--- config.mk ---
export PLATFORM = sky130hd
export DESIGN_NAME = keypad_scan_bcd_flat
export DESIGN_NICKNAME = d
export VERILOG_FILES = /design/src/rtl/keypad_scan_bcd_pkg.sv /design/src/rtl/keypad_scan_bcd_if.sv /design/src/rtl/scan_tick_gen.sv /design/src/rtl/keypad_scan_bcd.sv /design/src/flat_wrapper.sv
export SDC_FILE = /design/constraint.sdc
export NUM_CORES = 1
export LEC_CHECK = 0
export CAP_MARGIN = 15
export CORE_ASPECT_RATIO = 0.75
export CORE_MARGIN = 2
export CORE_UTILIZATION = 45
export CTS_CLUSTER_SIZE = 20
export DETAILED_ROUTE_END_ITERATION = 8
export PLACE_DENSITY = 0.63
export SLEW_MARGIN = 20
export SYNTH_ARGS = -nofsm -noshare
export SYNTH_HDL_FRONTEND = slang
export SYNTH_SLANG_ARGS = --single-unit
--- constraint.sdc ---
create_clock -name clk -period 5.16 [get_ports clk]
set_clock_uncertainty 0.1 [all_clocks]
set_input_delay 1.032 -clock clk [delete_from_list [all_inputs] [get_ports clk]]
set_output_delay 1.032 -clock clk [all_outputs]
set_load 0.1 [all_outputs]
--- src/rtl/keypad_scan_bcd_pkg.sv ---
// Shared types and helpers for the keypad scanner: FSM states, special key codes,
// and the row/column to key-code map.
package keypad_pkg;

  typedef enum logic [1:0] {StScan, StDebounce, StHeld} state_e;

  localparam logic [3:0] KEY_BKSP = 4'hA;
  localparam logic [3:0] KEY_CLR  = 4'hC;
  localparam logic [3:0] KEY_STAR = 4'hE;
  localparam logic [3:0] KEY_HASH = 4'hF;

  // Index of the low bit in a one-cold nibble.
  function automatic logic [1:0] low_idx(input logic [3:0] v);
    logic [1:0] idx;
    idx = 2'd0;
    for (int i = 3; i >= 0; i--) begin
      if (!v[i]) idx = 2'(i);
    end
    return idx;
  endfunction

  function automatic logic [3:0] key_map(input logic [1:0] row, input logic [1:0] col);
    logic [3:0] code;
    if (col == 2'd3) begin
      code = 4'hA + {2'b00, row};
    end else if (row == 2'd3) begin
      code = (col == 2'd0) ? KEY_STAR : (col == 2'd1) ? 4'h0 : KEY_HASH;
    end else begin
      code = {2'b00, row} * 4'd3 + {2'b00, col} + 4'd1;
    end
    return code;
  endfunction

endpackage

--- src/rtl/keypad_scan_bcd_if.sv ---
// Keypad matrix lines plus key-event and BCD entry outputs of the scanner.
interface keypad_scan_bcd_if;
  logic [3:0]  col_in;
  logic [3:0]  row_out;
  logic        key_valid;
  logic [3:0]  key_code;
  logic [15:0] digits;
  logic [2:0]  digit_cnt;

  modport master (
    input  col_in,
    output row_out, key_valid, key_code, digits, digit_cnt
  );

  modport slave (
    output col_in,
    input  row_out, key_valid, key_code, digits, digit_cnt
  );
endinterface

--- src/rtl/scan_tick_gen.sv ---
// Free-running divider: tick is high for one clk every CLK_DIV clk.
module scan_tick_gen #(
  parameter int unsigned CLK_DIV = 100000
) (
  input  logic clk,
  input  logic rst,
  output logic tick
);
  localparam int unsigned CntW = (CLK_DIV > 1) ? $clog2(CLK_DIV) : 1;

  logic [CntW-1:0] cnt_q;

  assign tick = (cnt_q == CntW'(CLK_DIV - 1));

  always_ff @(posedge clk) begin
    if (rst || tick) cnt_q <= '0;
    else             cnt_q <= cnt_q + 1'b1;
  end
endmodule

--- src/rtl/keypad_scan_bcd.sv ---
// 4x4 keypad scanner with debounce and a 4-digit BCD entry buffer.
// Optional auto-repeat while a key is held: define KEYPAD_AUTOREPEAT_EN.
module keypad_scan_bcd
  import keypad_pkg::*;
#(
  parameter int unsigned CLK_DIV        = 100000,
  parameter int unsigned DEBOUNCE_TICKS = 20,
  parameter int unsigned REPEAT_TICKS   = 250
) (
  input logic              clk,
  input logic              rst,
  keypad_scan_bcd_if.master kp
);
  localparam int unsigned CntW = $clog2(DEBOUNCE_TICKS + 1);
  localparam logic [CntW-1:0] DebMax = CntW'(DEBOUNCE_TICKS);

  logic            tick;
  logic [3:0]      col_meta_q, col_s;
  state_e          state_q, state_d;
  logic [3:0]      row_q, row_d, cap_q, cap_d;
  logic [CntW-1:0] cnt_q, cnt_d, rel_q, rel_d;
  logic            emit, single_low;
  logic [3:0]      emit_code, row_rot;
  logic            key_valid_q;
  logic [3:0]      key_code_q, key_code_d;
  logic [15:0]     digits_q, digits_d;
  logic [2:0]      dcnt_q, dcnt_d;

`ifdef KEYPAD_AUTOREPEAT_EN
  localparam int unsigned RepW = $clog2(REPEAT_TICKS + 1);
  localparam logic [RepW-1:0] RepMax = RepW'(REPEAT_TICKS);
  logic [RepW-1:0] rep_q, rep_d;
`endif

  scan_tick_gen #(.CLK_DIV(CLK_DIV)) u_tick (
    .clk  (clk),
    .rst  (rst),
    .tick (tick)
  );

  assign single_low = ($countones(~col_s) == 1);
  assign row_rot    = {row_q[2:0], row_q[3]};
  // In SCAN the accepting pattern is the live one (only reachable with DEBOUNCE_TICKS == 1).
  assign emit_code  = key_map(low_idx(row_q), low_idx((state_q == StScan) ? col_s : cap_q));

  always_comb begin
    state_d = state_q;
    row_d   = row_q;
    cap_d   = cap_q;
    cnt_d   = cnt_q;
    rel_d   = rel_q;
    emit    = 1'b0;
`ifdef KEYPAD_AUTOREPEAT_EN
    rep_d   = rep_q;
`endif
    if (tick) begin
      unique case (state_q)
        StScan: begin
          if (single_low) begin
            cap_d = col_s;
            cnt_d = CntW'(1);
            if (DEBOUNCE_TICKS == 1) begin
              emit    = 1'b1;
              cnt_d   = '0;
              rel_d   = '0;
              state_d = StHeld;
`ifdef KEYPAD_AUTOREPEAT_EN
              rep_d   = '0;
`endif
            end else begin
              state_d = StDebounce;
            end
          end else begin
            row_d = row_rot;
          end
        end
        StDebounce: begin
          if (col_s == cap_q) begin
            if (cnt_q + 1'b1 == DebMax) begin
              emit    = 1'b1;
              cnt_d   = '0;
              rel_d   = '0;
              state_d = StHeld;
`ifdef KEYPAD_AUTOREPEAT_EN
              rep_d   = '0;
`endif
            end else begin
              cnt_d = cnt_q + 1'b1;
            end
          end else begin
            state_d = StScan;
            row_d   = row_rot;
          end
        end
        StHeld: begin
          if (col_s == 4'hF) begin
            if (rel_q + 1'b1 == DebMax) begin
              rel_d   = '0;
              state_d = StScan;
            end else begin
              rel_d = rel_q + 1'b1;
            end
`ifdef KEYPAD_AUTOREPEAT_EN
            rep_d = '0;
`endif
          end else begin
            rel_d = '0;
`ifdef KEYPAD_AUTOREPEAT_EN
            if (col_s == cap_q) begin
              if (rep_q + 1'b1 == RepMax) begin
                emit  = 1'b1;
                rep_d = '0;
              end else begin
                rep_d = rep_q + 1'b1;
              end
            end
`endif
          end
        end
        default: state_d = StScan;
      endcase
    end
  end

  always_comb begin
    key_code_d = key_code_q;
    digits_d   = digits_q;
    dcnt_d     = dcnt_q;
    if (emit) begin
      key_code_d = emit_code;
      if (emit_code <= 4'd9) begin
        digits_d = {digits_q[11:0], emit_code};
        if (dcnt_q != 3'd4) dcnt_d = dcnt_q + 3'd1;
      end else if (emit_code == KEY_BKSP) begin
        if (dcnt_q != 3'd0) begin
          digits_d = {4'h0, digits_q[15:4]};
          dcnt_d   = dcnt_q - 3'd1;
        end
      end else if (emit_code == KEY_CLR) begin
        digits_d = '0;
        dcnt_d   = '0;
      end
    end
  end

  always_ff @(posedge clk) begin
    if (rst) begin
      col_meta_q  <= 4'hF;
      col_s       <= 4'hF;
      state_q     <= StScan;
      row_q       <= 4'b1110;
      cap_q       <= 4'hF;
      cnt_q       <= '0;
      rel_q       <= '0;
      key_valid_q <= 1'b0;
      key_code_q  <= '0;
      digits_q    <= '0;
      dcnt_q      <= '0;
    end else begin
      col_meta_q  <= kp.col_in;
      col_s       <= col_meta_q;
      state_q     <= state_d;
      row_q       <= row_d;
      cap_q       <= cap_d;
      cnt_q       <= cnt_d;
      rel_q       <= rel_d;
      key_valid_q <= emit;
      key_code_q  <= key_code_d;
      digits_q    <= digits_d;
      dcnt_q      <= dcnt_d;
    end
  end

`ifdef KEYPAD_AUTOREPEAT_EN
  always_ff @(posedge clk) begin
    if (rst) rep_q <= '0;
    else     rep_q <= rep_d;
  end
`endif

  assign kp.row_out   = row_q;
  assign kp.key_valid = key_valid_q;
  assign kp.key_code  = key_code_q;
  assign kp.digits    = digits_q;
  assign kp.digit_cnt = dcnt_q;
endmodule

--- src/flat_wrapper.sv ---
// flat-port wrapper written by rule: the top's interface ports become plain ports
module keypad_scan_bcd_flat import keypad_pkg::*;
#(
  parameter int unsigned CLK_DIV        = 100000,
  parameter int unsigned DEBOUNCE_TICKS = 20,
  parameter int unsigned REPEAT_TICKS   = 250
)
  (clk, rst, kp_col_in, kp_row_out, kp_key_valid, kp_key_code, kp_digits, kp_digit_cnt);
  keypad_scan_bcd_if kp_i ();
  input logic clk;
  input logic rst;
  input wire logic [$bits(kp_i.col_in)-1:0] kp_col_in;
  output wire logic [$bits(kp_i.row_out)-1:0] kp_row_out;
  output wire logic [$bits(kp_i.key_valid)-1:0] kp_key_valid;
  output wire logic [$bits(kp_i.key_code)-1:0] kp_key_code;
  output wire logic [$bits(kp_i.digits)-1:0] kp_digits;
  output wire logic [$bits(kp_i.digit_cnt)-1:0] kp_digit_cnt;
  assign kp_i.col_in = kp_col_in;
  assign kp_row_out = kp_i.row_out;
  assign kp_key_valid = kp_i.key_valid;
  assign kp_key_code = kp_i.key_code;
  assign kp_digits = kp_i.digits;
  assign kp_digit_cnt = kp_i.digit_cnt;
  keypad_scan_bcd #(.CLK_DIV(CLK_DIV), .DEBOUNCE_TICKS(DEBOUNCE_TICKS), .REPEAT_TICKS(REPEAT_TICKS)) u_core (.clk(clk), .rst(rst), .kp(kp_i));
endmodule
# --- After elaboration in Yosys (flattened, before gate mapping) ---
# Cells that the tools add are included.
totals:
  ff_bits: 69
  wordCells: 108
  output_inout_bits: 28
  inputBits: 6
op_classes:
  n_mux: 44
  bitwise_logic: 1
  eq_ne: 24
  multipliers: 1
  magnitude_cmp: 1
  addsub: 11
  reduce_logical: 14
ops:
  columns: ["operator", "count"]
  rows:
  - ["16-bit two-way mux", 4]
  - ["5-bit two-way mux", 7]
  - ["32-bit adder", 1]
  - ["32-bit by 2-bit == test with 1-bit output (second input constant)", 1]
  - ["4-bit two-way mux", 7]
  - ["2-bit two-way mux", 13]
  - ["5-bit one-hot mux with 2 select lines", 2]
  - ["17-bit by 1-bit adder with 17-bit output (second input constant)", 1]
  - ["17-bit == test (second input constant)", 1]
  - ["4-bit AND reduction", 4]
  - ["3-bit two-way mux", 5]
  - ["4-bit == test (second input constant)", 3]
  - ["5-bit by 1-bit adder with 5-bit output (second input constant)", 2]
  - ["5-bit == test (second input constant)", 2]
  - ["2-bit by 1-bit inequality test with 1-bit output (second input constant)", 5]
  - ["4-bit one-hot mux with 2 select lines", 1]
  - ["2-bit == test (second input constant)", 3]
  - ["2-bit inequality test (second input constant)", 3]
  - ["3-bit inequality test (second input constant)", 2]
  - ["2-bit one-hot mux with 3 select lines", 1]
  - ["3-bit AND reduction", 2]
  - ["3-bit nonzero test", 2]
  - ["5-bit AND reduction", 1]
  - ["1-bit by 1-bit adder with 2-bit output", 2]
  - ["other kinds (15)", 21]

# --- Logic depth before layout (Yosys ltp) ---
# Gate-level depths: netlist of the first run.
depth:
  word_depth: 15
  mapped_depth: 17
  depth_no_buf: 15

# --- Hierarchy ---
# A second synthesis of the first run with hierarchy kept.
hier_totals:
  hier_cells: 431
  area_unflattened_um2: 3751.1
by_module_without_submodules:
  columns: ["module", "n_inst", "cells_per_inst", "seq_area_each_um2", "area_each_um2"]
  rows:
  - ["keypad_scan_bcd", 1, 345, 1041.0, 2989.1]
  - ["scan_tick_gen", 1, 86, 340.3, 762.0]

# --- Worst setup path after synthesis of the first run ---
# OpenSTA, ideal clock, no wires.
synth_timing:
  path_type: "reg-to-reg"
  start: "register u_core.row_q[2], in the netlist u_core.kp.row_out[2]"
  end: "register u_core.digits_q[1], in the netlist u_core.kp.digits[1]"
  arrival_time_ns: 3.740
  path_slack_ns: 1.183
  t_required_ns: 4.923
  stages_incl_launch_ff: 15
  setup_time_ns: 0.137
  period_less_slack_ns: 3.977
  path_buffers: 1
  cell_sequence: "dfxtp_1 > nand2b_1 > a21oi_1 > inv_1 > fa_1 > inv_1 > ha_1 > a21o_1 > a211oi_1 > a21o_1 > o2111a_1 > a41oi_4 > buf_6 > a221oi_1 > nor3_2"
synth_between:
  elab_chain_len: 11
  word_cells_on_any_way: 18
  cone_classes: "3 x add/sub; 1 x mul; 1 x order compare; 4 x eq/ne; 7 x mux; 2 x reduce/logical"
synth_rtl:
  columns: ["element", "line", "source"]
  rows:
  - ["start: declaration", "keypad_scan_bcd.sv:20", "logic [3:0] row_q, row_d, cap_q, cap_d;"]
  - ["start signal: assignment", "keypad_scan_bcd.sv:163", "row_q <= row_d;"]
  - ["2-bit two-way mux (*) (3 in a row)", "keypad_scan_bcd_pkg.sv:17", "if (!v[i]) idx = 2'(i);"]
  - ["2-bit by 2-bit multiplier with 4-bit output", "keypad_scan_bcd_pkg.sv:29", "code = {2'b00, row} * 4'd3 + {2'b00, col} + 4'd1;"]
  - ["4-bit by 2-bit adder with 4-bit output", "keypad_scan_bcd_pkg.sv:29", null]
  - ["4-bit by 1-bit adder with 4-bit output", "keypad_scan_bcd_pkg.sv:29", null]
  - ["4-bit two-way mux", "keypad_scan_bcd_pkg.sv:26", "end else if (row == 2'd3) begin"]
  - ["4-bit two-way mux (*)", "keypad_scan_bcd_pkg.sv:24", "if (col == 2'd3) begin"]
  - ["4-bit <= comparator (tied with other cells)", "keypad_scan_bcd.sv:131", "if (emit_code <= 4'd9) begin"]
  - ["3-bit by 2-bit inequality test with 1-bit output (no line) (tied with other cells)", null, null]
  - ["3-bit AND reduction (no line) or 16-bit two-way mux (tied branches)", null, null]
  - ["end signal: assignment", "keypad_scan_bcd.sv:169", "digits_q <= digits_d;"]
  - ["end: declaration", "keypad_scan_bcd.sv:26", "logic [15:0] digits_q, digits_d;"]
# Every way passes the cells marked *; elsewhere a longest branch is shown, timed or not.
# A chain may end at the register's enable or synchronous reset.

# --- Worst setup path after layout of the first run ---
layout_timing:
  start: "register u_core.state_q[0]"
  end: "register u_core.digits_q[11], in the netlist u_core.kp.digits[11]"
layout_between:
  elab_chain_len: 14
  word_cells_on_any_way: 26
  cone_classes: "2 x add/sub; 1 x order compare; 6 x eq/ne; 13 x mux; 4 x reduce/logical"
layout_rtl:
  columns: ["element", "line", "source"]
  rows:
  - ["start: declaration", "keypad_scan_bcd.sv:19", "state_e state_q, state_d;"]
  - ["start signal: assignment", "keypad_scan_bcd.sv:150", "state_q <= StScan;"]
  - ["start signal: assignment", "keypad_scan_bcd.sv:162", "state_q <= state_d;"]
  - ["parallel branches: the longest is 14 deep, another holds 4-bit by 2-bit adder with 4-bit output", null, null]
# Several ways; the timed one is not identified.

==> summary.md, run 1 <==
| Metric | Value |
|---|---|
| I/O pin count | `34` |
| Max-slew violation count | `0` |
| # diodes | `0` |
| Top area cells in the synthesized netlist | `dfxtp_1 (35%), ha_1 (6.0%), xor2_1 (4.2%), nor2_1 (3.8%), nor3_2 (3.5%)` |
| Cell Int Power | `0.952 mW` |
| Final setup vio count | `0` |
| # hold bufs at CTS | `0` |
| Critical Path AT | `~4.6 ns` |
| Row count | `29` |
| Gr ovfl total | `0` |
| DR vias | `3258` |
| Status | `completed` |
| Final WL | `9010 µm` |
| Main synth FF type | `dfxtp_1` |
| Power Dens Cells | `267 nW/µm²` |
| Top-area cell type share of the netlist area | `0.349` |
| Htree depth | `3` |
| Cells along the critical path | `inv_1 > ha_1 > nand3_1 > nand2_1 > o211ai_1 > fa_1 > inv_1 > fa_1 > nor2_1 > a211oi_4 > o21ai_2 > nor3_2 > a221oi_1 > nor3_2` |
| Post-synth top cells | `dfxtp_1 (69), nor2_1 (40), nand2_1 (35)` |
| Worst VDD drop | `0.221 mV` |
| DRC | `0` |
| GRT Util Overall | `0.198` |
| Largest net degree at the start of global routing | `40` |
| Register area share after synthesis | `0.349` |
| Reg area | `1380 µm²` |
| Critical Path End Type | `register` |
| Vias in the first global route | `3016` |
| Cts repair resizes | `0` |
| Area Growth Syn to Fin | `17.4%` |
| FFs w/ async S/R, synth | `0` |
| Cell count after synthesis | `432` |
| Worst Path Required | `5.33 ns` |
| Most numerous cell in the Yosys netlist | `dfxtp_1` |
| Buf/Inv on CP | `2` |
| Die W | `112 µm` |
| Number of port buffers | `33` |
| Power share of the clock group | `0.504` |
| Crit path launch type | `register` |
| Post-synth EDFFs | `0` |
| Worst stage delay on the critical path | `0.68 ns` |
| Worst relative slew slack | `0.343` |
| Static leakage | `1.73 nW` |
| ANT nets after route | `0` |
| Drt wl/cell | `around 16 µm` |
| Fin crit period | `4.45 ns` |
| Area of the multi-input gates | `2420 µm²` |
| Psw | `approximately 0.29 mW` |
| Setup TNS | `0 ns` |
| CP max-delay cell | `nor3_2` |
| Hold Path Class | `register to register` |
| Fillers | `786` |
| Worst slew pin tran | `0.982 ns` |
| Clk Latency, worst-skew pair | `around 0.34 ns` |
| Comb pwr share | `0.057` |
| FF+latch count, synth | `69` |
| Worst-path fanout max | `18` |
| Reg clk slew, reported paths | `0.06 ns` |
| Sw Ratio | `0.232` |
| Post-synth cell types | `73` |
| Finished Core Util | `0.547` |
| Cell family with most CP delay | `adder cells` |
| Tcrit/Tclk final | `0.862` |
| Fmax | `between 200 and 250 MHz` |
| Routability Congestion | `0.862` |
| Layout cell share with drive strength beyond 1 | `0.146` |
| Clock sinks | `just under 70` |
| Clock buffer depth | `2` |
| Root Driver | `clkbuf_16` |
| Postcts setup bufs | `0` |
| Core Area | `about 8500 µm²` |
| Avg Synthesized Cell Area | `9.16 µm²` |
| Drt pass-1 iters | `5` |
| Initial core utilization | `0.466` |
| Max-Cap Viols | `0` |
| Initial antenna violation count | `0` |
| Vias/cell | `5.67` |
| 1st-iter DRT viols | `177` |
| Syn Nets | `460` |
| Post-Syn Area | `3960 µm²` |
| YS warnings | `0` |
| Die ar. | `9570 µm²` |
| RSZ-0062 raised after global routing | `false` |
| Kind of critical path | `register to register` |
| Dpl cells | `559` |
| Num CTS Buffers | `9` |
| Synth area leader | `dfxtp_1` |
| Nets | `490` |
| CTS tree | `built` |
| Sequential share of power | `0.439` |
| Die Ht | `around 85 µm` |
| Fin. Hold Viols | `0` |
| First-pass GRT wire length | `15200 µm` |
| Final cell count without fillers | `575` |
| Placed wire-length estimate | `6420 µm` |
power by group through the flow:
stage	logic, mW	registers, mW	clock network [mW]
2_1_floorplan	0.0533	0.553	0
3_3_place_gp	0.0684	0.555	0
3_5_place_dp	0.0700	0.555	0
4_1_cts	0.0706	0.544	0.636
5_1_grt	0.0790	0.545	0.660
6_report	0.0707	0.544	0.624
state kept, by name, summed over array words and instances (netlist names):
register             flops
u_core.state_q           2
u_core.col_s             4
u_core.u_tick.cnt_q     17
u_core.kp.key_valid      1
u_core.kp.key_code       4
u_core.col_meta_q        4
u_core.kp.digit_cnt      3
u_core.kp.digits        16
u_core.kp.row_out        4
u_core.cap_q             4
u_core.rel_q             5
u_core.cnt_q             5
path summary, 6_finish.rpt:
check	from	endpoint	slack, ns	cells after the start
worst min register to register	u_core.col_meta_q[0]	u_core.col_s[0]	0.32	1
worst max register to register	u_core.state_q[0]	u_core.kp.digits[11]	0.71	14
worst min-delay path	u_core.col_meta_q[0]	u_core.col_s[0]	0.32	1
worst max-delay path	u_core.state_q[0]	u_core.kp.digits[11]	0.71	14
per-layer routing:
layer  global-route usage  vias up  wire (µm)
met2                0.281       76       3770
met3               0.0479       12        480
met1                0.295     1556       4630
met5                    0        -          0
met4               0.0632        0        128
li1                     -     1614          -
cells by family (layout without fill, tap and decap cells):
group,after synthesis,after routing,synth area share
compound gates,80,80,0.174
xor+xnor,24,24,0.0531
fa+ha+maj,22,22,0.0752
buf+inv,33,68,0.0389
flops,69,69,0.349
mux,12,12,0.0338
simple gates,192,192,0.276
layout by cell type (no fill, tap or decap), types with 3 or more instances in the layout:
| cell type | count |
|---|---|
| nor3_1 | 9 |
| nor4_1 | 3 |
| nand2b_1 | 4 |
| nand3_1 | 25 |
| clkdlybuf4s50_1 | 33 |
| mux2i_1 | 10 |
| nor2b_1 | 4 |
| o21ai_0 | 13 |
| xnor2_1 | 5 |
| inv_1 | 17 |
| o211ai_1 | 5 |
| nand3b_1 | 5 |
| and3_1 | 8 |
| nor2_1 | 40 |
| fa_1 | 3 |
| nor2_2 | 10 |
| ha_1 | 19 |
| nand4_1 | 5 |
| or2_2 | 8 |
| dfxtp_1 | 69 |
| clkbuf_16 | 9 |
| nand2_1 | 35 |
| nor3_2 | 14 |
| a211oi_1 | 6 |
| xor2_1 | 19 |
| and2_1 | 4 |
| a32o_1 | 4 |
| a221oi_1 | 11 |
| a21oi_1 | 13 |
layout make-up:
cell class                 count  share of cell area
clock inverter                 5              0.0127
sequential                    69               0.297
multi-input combinational    330               0.522
tap                          108              0.0291
inverter                      18              0.0145
clock buffer                  11              0.0522
timing repair buffer          34              0.0727
per-stage QoR:
stage / worst slack (ns) / instance area [µm²] / hold WS, ns / total power [mW]
after floorplan: 1.18 / 3960 / 0.289 / 0.606
after global placement: 0.958 / 4350 / 0.294 / 0.624
after detailed placement: 0.721 / 4350 / 0.295 / 0.625
after CTS: 0.695 / 4650 / 0.321 / 1.25
after global routing: 0.284 / 4650 / 0.340 / 1.28
final: 0.711 / 4650 / 0.316 / 1.24
(Power assumes the default switching activity.)
==> run 2, diff against run 1 <==
RECOVER_POWER = 100   (was unset)
SLEW_MARGIN = unset   (was 20)
==> run 2 against run 1 <==
- the run now ends with max-capacitance violations, max-slew violations left
- non-clock buffer count unchanged
- sequential share of layout area rose by 0.12 points
- setup slack lost 0.064 ns
- sequential power about the same
==> summary.md, run 2 (same netlist as run 1, synthesis figures left out) <==
| Metric | Value |
|---|---|
| Status | `finished, violations left` |
| Failing checks | `max-capacitance violations, max-slew violations` |
| Largest Register | `u_core.u_tick.cnt_q` |
| Vias in the first global route | `roughly 3000` |
| Worst slew pin tran | `between 2 and 2.5 ns` |
| Comb pwr share | `0.056` |
| Num CTS Buffers | `9` |
| Kind of critical path | `register to register` |
| GRT Util Overall | `0.198` |
| Critical Path AT | `4.56 ns` |
| # diodes | `0` |
| I/O pin count | `34` |
| Start point of the critical path | `u_core.state_q[0]` |
| RSZ-0062 raised after global routing | `false` |
| Setup TNS | `0 ns` |
| Number of port buffers | `33` |
| DRC | `0` |
| DR vias | `about 3300` |
| Max-Cap Viols | `1` |
| ANT nets after route | `0` |
| Psw | `0.288 mW` |
| Vias/cell | `between 5 and 6` |
| Clock buffer depth | `2` |
| Final setup vio count | `0` |
| Worst r2r dst | `u_core.kp.digits[1]` |
| Cell Int Power | `0.951 mW` |
| Drt pass-1 iters | `5` |
| Worst relative slew slack | `-0.381` |
| Largest net degree at the start of global routing | `40` |
| Clk Latency, worst-skew pair | `approximately 0.34 ns` |
| Initial antenna violation count | `0` |
| Worst-path fanout max | `18` |
| Worst Reg2Reg Path Length in Cells | `15` |
| Static leakage | `1.81 nW` |
| Layout cell share with drive strength beyond 1 | `0.141` |
| Power Dens Cells | `268 nW/µm²` |
| Max-slew violation count | `40` |
| Power share of the clock group | `0.505` |
| Most frequent cells in the layout | `dfxtp_1 (69), nor2_1 (40), nand2_1 (35), dlygate4sd3_1 (29), nand3_1 (25)` |
| Initial core utilization | `0.466` |
| Root Driver | `clkbuf_16` |
| Sequential share of power | `0.439` |
| Die ar. | `9570 µm²` |
| Cts repair resizes | `0` |
| CTS tree | `built` |
| Critical Path End | `u_core.kp.digits[1]` |
| Sw Ratio | `0.232` |
| Crit path launch type | `register` |
| Reg clk slew, reported paths | `~0.060 ns` |
| First-pass GRT wire length | `15200 µm` |
| Tcrit/Tclk final | `0.875` |
| Critical Path End Type | `register` |
| Nets | `490` |
| Max reg flops | `17` |
| Final WL | `approximately 9000 µm` |
| Gr ovfl total | `0` |
| Placed wire-length estimate | `roughly 6400 µm` |
| Clock sinks | `69` |
| Routability Congestion | `0.862` |
| Core Area | `approximately 8500 µm²` |
| Fin. Hold Viols | `0` |
| Row count | `29` |
| Most common cell after layout, fill and taps aside | `dfxtp_1` |
| Fmax | `222 MHz` |
| Drt wl/cell | `~16 µm` |
| Worst r2r src | `u_core.state_q[0]` |
| # hold bufs at CTS | `0` |
| Dpl cell area | `around 4300 µm²` |
| Hold Path Class | `register to register` |
| Reg2Reg Setup Slack | `approximately 0.65 ns` |
| Htree depth | `3` |
| 1st-iter DRT viols | `around 180` |
| Die W | `112 µm` |
| Layout Cell Area excl Fill | `4630 µm²` |
| Area Growth Syn to Fin | `16.9%` |
| Worst VDD drop | `~0.22 mV` |
| Die Ht | `85.2 µm` |
| Worst Path Required | `between 5 and 6 ns` |
| Fin crit period | `around 4.5 ns` |
| Postcts setup bufs | `0` |
## run 2: cell count changes in the layout (fill, tap and decap cells not counted), sizes merged
cell / previous run / this run
clkdlybuf4s50: 33 / 4
buf: 1 / 0
dlygate4sd3: 0 / 29
clkbuf: 11 / 12
## run 2: worst min path at each step
| stage | start | to | slack (ns) | cells past startpoint |
|---|---|---|---|---|
| after floorplan | u_core.col_meta_q[0] | u_core.col_s[0] | 0.29 | 1 |
| after global placement | u_core.col_meta_q[2] | u_core.col_s[2] | 0.29 | 1 |
| after detailed placement | u_core.col_meta_q[2] | u_core.col_s[2] | 0.30 | 1 |
| after CTS | u_core.col_meta_q[2] | u_core.col_s[2] | 0.32 | 1 |
| after global routing | u_core.col_meta_q[3] | u_core.col_s[3] | 0.34 | 1 |
| final | u_core.col_meta_q[0] | u_core.col_s[0] | 0.32 | 1 |
## run 2: metal layers
metal / vias to the layer above / routed length (µm) / global-route usage
li1: 1614 / - / -
met1: 1568 / 4710 / 0.295
met2: 65 / 3820 / 0.281
met3: 10 / 397 / 0.0479
met4: 0 / 116 / 0.0632
met5: - / 0 / 0
## run 2: final cells by class
class | count | area (µm²)
clock buffers | 11 | 243
clock inverters | 5 | 58.8
fillers | 789 | 3860
inverters | 18 | 67.6
multi-input cells | 330 | 2410
flip-flops and latches | 69 | 1380
well taps | 108 | 135
repair buffers | 34 | 334
## run 2: power by group through the flow
stage               logic, mW  registers, mW  clock network (mW)
finish                 0.0697          0.544               0.626
global route           0.0779          0.545               0.660
CTS                    0.0706          0.544               0.636
detailed placement     0.0700          0.555                   0
global placement       0.0684          0.555                   0
floorplan              0.0533          0.553                   0
## run 2: worst max-delay path, cell delays in order, from the launching register on
cell,delay [ns]
dfxtp_1,0.32
inv_1,0.09
ha_1,0.58
nand3_1,0.23
nand2_1,0.13
o211ai_1,0.12
fa_1,0.57
inv_1,0.07
ha_1,0.26
a21o_1,0.18
a211oi_1,0.41
a211oi_1,0.19
o211ai_4,0.16
a41oi_2,0.39
a221oi_1,0.46
nor3_2,0.06
## run 2: through the flow
stage / cells / setup slack (ns) / power [mW] / hold WS (ns) / utilization
floorplan: 432 / 1.18 / 0.606 / 0.289 / -
global placement: 559 / 0.958 / 0.624 / 0.294 / 0.512
detailed placement: 559 / 0.721 / 0.625 / 0.295 / 0.512
CTS: 575 / 0.695 / 1.25 / 0.321 / 0.547
global route: 575 / 0.242 / 1.28 / 0.340 / 0.545
finish: 575 / 0.647 / 1.24 / 0.316 / 0.545
==> run 3, diff against run 2 <==
CORE_UTILIZATION = 58   (was 45)
PLACE_DENSITY = 0.78   (was 0.63)
==> run 3 against run 2 <==
- the flow now finishes without violations
- register-to-register slack got worse by 0.09 ns
- global-route usage rose by 4.7 points
- critical path depth did not move
- wire length fell by 2.2%
- die area fell by 22%
- via count rose by 0.12%
- sequential cell count did not move
- combinational power fell by 2%
- first-iteration DRC count rose by 5.7%
- worst hold slack got worse by 0.016 ns
- cell count fell by 4.2%
- sequential share of layout area rose by 0.86 points
- largest cell class unchanged
- highest routed layer unchanged
==> summary.md, run 3 (same netlist as run 1, synthesis figures left out) <==
| Metric | Value |
|---|---|
| Status | `completed` |
| Setup TNS | `0 ns` |
| I/O pin count | `34` |
| Worst relative slew slack | `0.324` |
| Power Dens Cells | `238 nW/µm²` |
| DRC | `0` |
| Static leakage | `1.76 nW` |
| Critical Path AT | `~4.8 ns` |
| Largest net degree at the start of global routing | `41` |
| Fin crit period | `4.60 ns` |
| Buf/Inv on CP | `2` |
| Number of port buffers | `33` |
| Most common cell after layout, fill and taps aside | `dfxtp_1` |
| Drt pass-1 iters | `4` |
| Core Area | `6700 µm²` |
| Worst r2r dst | `u_core.kp.digits[9]` |
| Hold Crit Start | `u_core.col_meta_q[0]` |
| Fin Hold WS | `0.300 ns` |
| GRT Util Overall | `0.245` |
| Critical Path End Type | `register` |
| Reg clk slew, reported paths | `0.09 ns` |
| Row count | `26` |
| Metal3 WL | `512 µm` |
| Placed wire-length estimate | `between 6000 and 7000 µm` |
| Nets | `490` |
| Crit path launch type | `register` |
| Layout cell share with drive strength beyond 1 | `0.141` |
| Max-slew violation count | `0` |
| Fin. Hold Viols | `0` |
| Max-Cap Viols | `0` |
| Initial antenna violation count | `0` |
| Vias in the first global route | `3020` |
| Area Growth Syn to Fin | `13.6%` |
| Cts repair resizes | `0` |
| Postcts setup bufs | `0` |
| Clock sinks | `69` |
| 1st-iter DRT viols | `185` |
| Num CTS Buffers | `9` |
| Tcrit/Tclk final | `0.892` |
| Routability Congestion | `0.859` |
| Drt wl/cell | `roughly 16 µm` |
| Gr ovfl total | `0` |
| Worst-path fanout max | `18` |
| Highest Signal Layer | `met4` |
| Fillers | `549` |
| Cell family with most CP delay | `simple AND/OR/NAND/NOR gates` |
| Vias/cell | `5.92` |
| Root Driver | `clkbuf_8` |
| Max reg flops | `17` |
| Worst r2r src | `u_core.state_q[0]` |
| Htree depth | `3` |
| Die Ht | `about 76 µm` |
| DR vias | `between 3000 and 4000` |
| Largest Register | `u_core.u_tick.cnt_q` |
| Sink of the worst hold path | `u_core.col_s[0]` |
| Layout Cell Area excl Fill | `roughly 4500 µm²` |
| Worst VDD drop | `around 0.13 mV` |
| Worst hold stages | `1` |
| CTS tree | `built` |
| Initial core utilization | `0.591` |
| ANT nets after route | `0` |
| First-pass GRT wire length | `about 15000 µm` |
| Cells along the critical path | `inv_1 > ha_1 > nand3_1 > nand2_1 > o211ai_1 > fa_1 > inv_1 > fa_1 > xor2_1 > nor2_1 > and2_0 > o21ai_0 > nor3_2 > a221oi_1 > nor3_2` |
| CP max-delay cell | `nor3_2` |
| Fmax | `217 MHz` |
| Reg2Reg Setup Slack | `0.56 ns` |
| Dpl cell area | `about 4300 µm²` |
| Worst slew pin tran | `1.01 ns` |
| Routed length on met1 | `4250 µm` |
| Finished Core Util | `0.671` |
| Die ar. | `7510 µm²` |
| Kind of critical path | `register to register` |
| RSZ-0062 raised after global routing | `false` |
| Clk Latency, worst-skew pair | `0.36 ns` |
| Clock buffer depth | `2` |
| Routed length on met2 | `3990 µm` |
| Final WL | `8850 µm` |
| Worst stage delay on the critical path | `0.70 ns` |
| # diodes | `0` |
| Worst Reg2Reg Path Length in Cells | `15` |
| Most frequent cells in the layout | `dfxtp_1 (69), nor2_1 (40), nand2_1 (35), dlygate4sd3_1 (29), nand3_1 (25)` |
| Hold Path Class | `register to register` |
| Die W | `99.4 µm` |
| # hold bufs at CTS | `0` |
| Worst Path Required | `about 5.4 ns` |
| Final setup vio count | `0` |
run 3: changes by cell type in the layout (fill, tap and decap cells not counted):
cell       previous run  this run
and2_1                4         3
and2_0                0         2
inv_6                 1         3
and2_4                1         0
o21ai_0              13        14
clkbuf_16             9         0
clkbuf_1              2         0
clkinv_2              1         0
buf_4                 0         1
clkinv_4              0         1
o21ai_2               1         0
clkbuf_8              1         9
run 3: through the flow:
stage / cells / setup WS [ns] / power, mW
finish: 551 / 0.556 / 1.07
detailed placement: 535 / 0.796 / 0.624
CTS: 551 / 0.779 / 1.08
floorplan: 432 / 1.18 / 0.606
global route: 551 / 0.288 / 1.11
global placement: 535 / 1.03 / 0.622
run 3: routing by layer:
metal,global-route usage,vias to the layer above
met3,0.0706,9
li1,-,1606
met5,0,-
met2,0.371,82
met4,0.0639,0
met1,0.347,1564
run 3: power breakdown:
part           internal (mW)  leakage, nW  switching [mW]
combinational         0.0249         1.11          0.0437
sequential             0.537        0.558         0.00627
clock                  0.229       0.0968           0.228
total                  0.791         1.76           0.278
run 3: cell type report:
| class | instances | area (µm²) | area share |
|---|---|---|---|
| Clock inverter | 7 | 80.1 | 0.0178 |
| Clock buffer | 9 | 124 | 0.0275 |
| Tap cell | 84 | 105 | 0.0234 |
| Sequential cell | 69 | 1380 | 0.307 |
| Inverter | 18 | 67.6 | 0.0150 |
| Timing Repair Buffer | 34 | 338 | 0.0751 |
| Multi-Input combinational cell | 330 | 2400 | 0.534 |
run 3: worst max path at each step:
stage,startpoint,endpoint,slack (ns),cells past startpoint
after global placement,u_core.state_q[0],u_core.kp.digits[9],1.03,14
final,u_core.state_q[0],u_core.kp.digits[9],0.56,15
after global routing,u_core.state_q[0],u_core.kp.digits[6],0.29,15
after floorplan,u_core.kp.row_out[2],u_core.kp.digits[1],1.18,14
after CTS,u_core.state_q[0],u_core.kp.digits[9],0.78,14
after detailed placement,u_core.state_q[0],u_core.kp.digits[9],0.80,14
